`src/rtl/alu_seq.sv`:
```
// Handshaked WIDTH-bit ALU: ADD/SUB/AND/OR/XOR/SLT with registered result and NZCV flags.
// Define ALU_MUL_EN to add an iterative unsigned shift-add multiply on op 110.
module alu_seq #(
    parameter int unsigned WIDTH = 32
) (
    input  logic             clk,
    input  logic             reset,
    input  logic             in_valid,
    output logic             in_ready,
    input  logic [WIDTH-1:0] a,
    input  logic [WIDTH-1:0] b,
    input  logic [2:0]       op,
    output logic             out_valid,
    input  logic             out_ready,
    output logic [WIDTH-1:0] result,
    output logic [3:0]       flags,
    output logic             busy
);

    localparam logic [2:0] OP_ADD = 3'b000;
    localparam logic [2:0] OP_SUB = 3'b001;
    localparam logic [2:0] OP_AND = 3'b010;
    localparam logic [2:0] OP_OR  = 3'b011;
    localparam logic [2:0] OP_XOR = 3'b100;
    localparam logic [2:0] OP_SLT = 3'b101;
`ifdef ALU_MUL_EN
    localparam logic [2:0] OP_MUL = 3'b110;
    localparam int unsigned CW    = $clog2(WIDTH);
`endif

    logic             accept;
    logic             sub;
    logic             slt;
    logic [WIDTH:0]   sum;
    logic [WIDTH-1:0] res1;
    logic             c1;
    logic             v1;
    logic [3:0]       flg1;

    assign accept = in_valid && in_ready;

    // Single-cycle datapath; reserved ops fall through to result 0, flags 0100.
    always_comb begin
        sub  = (op == OP_SUB);
        slt  = ($signed(a) < $signed(b));
        sum  = {1'b0, a} + {1'b0, (sub ? ~b : b)} + {{WIDTH{1'b0}}, sub};
        res1 = '0;
        c1   = 1'b0;
        v1   = 1'b0;
        case (op)
            OP_ADD, OP_SUB: begin
                res1 = sum[WIDTH-1:0];
                c1   = sum[WIDTH];
                v1   = ~(a[WIDTH-1] ^ b[WIDTH-1] ^ sub) & (a[WIDTH-1] ^ sum[WIDTH-1]);
            end
            OP_AND:  res1 = a & b;
            OP_OR:   res1 = a | b;
            OP_XOR:  res1 = a ^ b;
            OP_SLT:  res1 = {{(WIDTH-1){1'b0}}, slt};
            default: res1 = '0;
        endcase
        flg1 = {res1[WIDTH-1], (res1 == '0), c1, v1};
    end

`ifdef ALU_MUL_EN
    typedef enum logic {
        S_IDLE = 1'b0,
        S_MUL  = 1'b1
    } state_t;

    state_t             state;
    logic [WIDTH-1:0]   mcand;
    logic [2*WIDTH-1:0] acc;
    logic [CW-1:0]      cnt;
    logic [WIDTH:0]     step_sum;
    logic [2*WIDTH-1:0] acc_next;

    // Upper half accumulates the multiplicand while the multiplier shifts out of the lower half.
    always_comb begin
        step_sum = {1'b0, acc[2*WIDTH-1:WIDTH]} + (acc[0] ? {1'b0, mcand} : {(WIDTH+1){1'b0}});
        acc_next = {step_sum, acc[WIDTH-1:1]};
    end

    assign in_ready = (state == S_IDLE) && (!out_valid || out_ready);
    assign busy     = (state == S_MUL);

    always_ff @(posedge clk) begin
        if (reset) begin
            state     <= S_IDLE;
            out_valid <= 1'b0;
            result    <= '0;
            flags     <= '0;
            mcand     <= '0;
            acc       <= '0;
            cnt       <= '0;
        end else begin
            if (out_ready) begin
                out_valid <= 1'b0;
            end
            case (state)
                S_IDLE: begin
                    if (accept) begin
                        if (op == OP_MUL) begin
                            state <= S_MUL;
                            mcand <= a;
                            acc   <= {{WIDTH{1'b0}}, b};
                            cnt   <= '0;
                        end else begin
                            out_valid <= 1'b1;
                            result    <= res1;
                            flags     <= flg1;
                        end
                    end
                end
                S_MUL: begin
                    acc <= acc_next;
                    cnt <= cnt + CW'(1);
                    if (cnt == CW'(WIDTH - 1)) begin
                        state     <= S_IDLE;
                        out_valid <= 1'b1;
                        result    <= acc_next[WIDTH-1:0];
                        flags     <= {acc_next[WIDTH-1], (acc_next[WIDTH-1:0] == '0),
                                      1'b0, (acc_next[2*WIDTH-1:WIDTH] != '0)};
                    end
                end
            endcase
        end
    end
`else
    assign in_ready = !out_valid || out_ready;
    assign busy     = 1'b0;

    always_ff @(posedge clk) begin
        if (reset) begin
            out_valid <= 1'b0;
            result    <= '0;
            flags     <= '0;
        end else begin
            if (out_ready) begin
                out_valid <= 1'b0;
            end
            if (accept) begin
                out_valid <= 1'b1;
                result    <= res1;
                flags     <= flg1;
            end
        end
    end
`endif

endmodule
```
`config.mk`:
```
export PLATFORM = sky130hd
export DESIGN_NAME = alu_seq
export DESIGN_NICKNAME = d
export VERILOG_FILES = /design/src/rtl/alu_seq.sv
export SDC_FILE = /design/constraint.sdc
export NUM_CORES = 1
export LEC_CHECK = 0
export BUFFER_PORTS_ARGS = -buffer_cell sky130_fd_sc_hd__buf_2
export CORE_ASPECT_RATIO = 1.5
export CORE_MARGIN = 10
export CORE_UTILIZATION = 50
export DETAILED_ROUTE_END_ITERATION = 16
export PLACE_DENSITY = 0.83
export SYNTH_ARGS = -nofsm -noshare
export SYNTH_HDL_FRONTEND = slang
export SYNTH_SLANG_ARGS = --single-unit
```
`constraint.sdc`:
```
create_clock -name clk -period 4.2 [get_ports clk]
set_input_delay 0.84 -clock clk [delete_from_list [all_inputs] [get_ports clk]]
set_output_delay 0.84 -clock clk [all_outputs]
set_load 0.02 [all_outputs]
```
==> reports/results.ini <==
[sta]
drv_slew = 0
fmax_mhz = 246
hold_viol_final = 0
skew_ps = 4.84
finalWorstPathRequiredPeriod_ps = 4070
relSlewSlack = 0.513
finalCritPeriodShare = 0.969
setup_viol = 0
tightest_slew_ps = 727

[synthesis]
async_flop_share = 0
ys_warn_count = 0
synthTopCellsByArea = ha_1, dfxtp_1, inv_1
ys_types = 68
seq_area_frac_synth = 0.118
ys_ff_latch = 36
synth_fp_nets = 1002
postSynthCellCount = 794
ys.flop_type = dfxtp_1
synth_top_area_share = 0.277
avgSynthCellArea_um2 = 7.72
synth_edf_count = 0
yosys.area.top_type = ha_1
synth_area_um2 = 6130

[clock_network]
cts_num_sinks = 36
ctsRootBufferMaster = clkbuf_16
clk_path_buf_depth = 2
ctsHtreeMaxLevel = 2
cts_made_buffers = 5
clk_latency_ps = 280
clkTransAtPathRegs_ps = 70
cts_tree = done

[placement]
dp_hpwl_mm = 16.7
portBuffers = 108
gp_congestion = 0.958
post_dp_cell_area_um2 = 7660

[layout]
num-fill-cells = 1057
final_common_cell = ha_1
final_cell_mix = ha_1, buf_4, inv_1
final_area_um2 = 7920
fin_nets = 1206
layout-drive-gt1-share = 0.269
final_util = 0.659
diodes = 0
syn_to_final_growth_pct = 29.0

[setup_path]
worstSetupPathType = input port to flop
crit_top_cell = buf_4
timing.rr.start = out_valid
critPathSlowestCell = a21oi_1
required_ps = 4430
reg2reg_to = flags[2]
cpPeakStageDelay_ps = 340
critPathArrivalTime_ps = 4300
critPathCaptureType = flop
crit_fanout = 4
reg2reg_depth = 9
cp-start-kind = input port
cp_cell_sequence = buf_2, nor3b_2, buf_4, buf_4, xnor2_1, ha_1, and3b_2, a22o_1, o31ai_2, o2111ai_1, buf_4, a21oi_1, xnor2_1, a21oi_1, o211ai_1, nor4b_2, a41o_1
rrSetupSlack_ps = 2000

[power_and_ir_drop]
switching_share = 0.415
seqPwrFrac = 0.202
p_comb_frac = 0.599
p_leak_nw = 4.13
power.internal_w = 0.00111
finalPower_w = 0.00190
p_sw_w = 0.000790
vdd_ir_drop_max_uv = 187
power.density_nw_per_um2 = 241
power.share.clock = 0.199

[die]
die_h_um = 156
die_width_um = 110
ios = 110
die_area_um2 = 17200
start_util = 0.510
std_cell_rows = 49
core-area_um2 = 12000

[drt]
wl_per_cell_um = 17.6
met2_wirelength_mm = 10.5
met3_wirelength_mm = 1.14
drcViolationCount = 0
postRouteAntennaNets = 0
dr.pass1.iters = 7
drtIter0Drc = 390
met1_length_mm = 7.44
viasPerCell = 5.72
routed.top_layer = met4
detail_route.wirelength_mm = 20.3
dr_total_vias = 6587

[grt]
grt_pass1_wl_mm = 32.3
grt_overflow = 0
antenna_found_initial = 0
grt_max_degree = 55
grt_pass1_vias = 6852
grt_usage = 0.223

[worst_hold_path]
worst_hold_path.endpoint = flags[0]
hold_path.class = flop to flop
hold_path_depth = 2
min_from = flags[0]

[flow_run]
cap_violations = 0

[outcome]
run_status = finished, final reports clean

worst max-delay path, delay by kind of cell:
kind | cells | cell delay, ps
AOI/OAI and AO/OA | 7 | 1630
xor gates and xnor gates | 2 | 230
adders and majority gates | 1 | 330
buffers and inverters | 4 | 580
and+or+nand+nor | 3 | 680
power by group through the flow:
stage	logic [W]	clock network [W]	registers, W
final	0.00114	0.000378	0.000385
after global routing	0.00124	0.000398	0.000388
after CTS	0.00110	0.000381	0.000385
after detailed placement	0.00109	0	0.000392
after global placement	0.00107	0	0.000391
after floorplan	0.000597	0	0.000425
per-layer routing:
metal	vias to the layer above	track usage
met2	257	0.431
met3	91	0.0404
met1	3043	0.211
li1	3196	-
met5	-	0
met4	0	0.136
repair_timing:
item / 4_1_cts / 5_1_grt
buffers inserted: 0 / 1
setup endpoints to repair: 1 / 6
gates cloned: 0 / 0
pin swaps: 0 / 8
gates resized for setup: 1 / 19
hold buffers: 0 / 0
area by class of cell:
class / count / area [um^2] / share of cell area
multi-input combinational: 608 / 4940 / 0.625
timing repair buffer: 231 / 1480 / 0.187
sequential: 36 / 721 / 0.0911
inverter: 116 / 435 / 0.0550
tap: 153 / 191 / 0.0242
clock buffer: 5 / 125 / 0.0158
clock inverter: 3 / 18.8 / 0.00237
through the flow:
step | cells | worst slack (ps) | TNS (ps) | hold WS [ps]
2_1_floorplan | 794 | 15.6 | 0 | 530
3_3_place_gp | 1143 | -190 | -385 | 447
3_5_place_dp | 1143 | -285 | -703 | 457
4_1_cts | 1151 | 0.256 | 0 | 467
5_1_grt | 1152 | -0.766 | -0.766 | 503
6_report | 1152 | 131 | 0 | 467
worst max-delay path by stage:
stage / to / start / slack, ps
after detailed placement: flags[2] / op[2] / -280
after floorplan: flags[2] / op[2] / 20
final: flags[2] / op[0] / 130
after global placement: flags[2] / op[2] / -190
after CTS: flags[2] / op[0] / 0.3
after global routing: flags[2] / op[0] / -0.8
state kept, by name (all words and copies together), names as in the netlist:
| register | flops |
|---|---|
| result | 32 |
| out_valid | 1 |
| flags | 3 |
synthesized netlist by cell type, drive strengths merged, types with 15 or more instances:
cell / number
dfxtp: 36
ha: 136
clkbuf: 20
mux2i: 30
nor2: 63
nand2: 39
xnor2: 47
a211oi: 25
nand4: 15
inv: 116
o21ai: 32
a21oi: 51
cell families (layout without fill, tap and decap cells):
| kind of cell | count (synthesis) | after routing | synth area share |
|---|---|---|---|
| AND/OR/NAND/NOR | 173 | 173 | 0.137 |
| flip-flops | 36 | 36 | 0.118 |
| AO/OA/AOI/OAI | 206 | 206 | 0.234 |
| XOR/XNOR | 60 | 60 | 0.0857 |
| buffers and inverters | 150 | 355 | 0.0945 |
| adder cells (fa/ha/maj) | 137 | 137 | 0.281 |
| other | 1 | 1 | 0.000611 |
| multiplexers | 31 | 31 | 0.0508 |
Power figures use the tool's default switching activity.
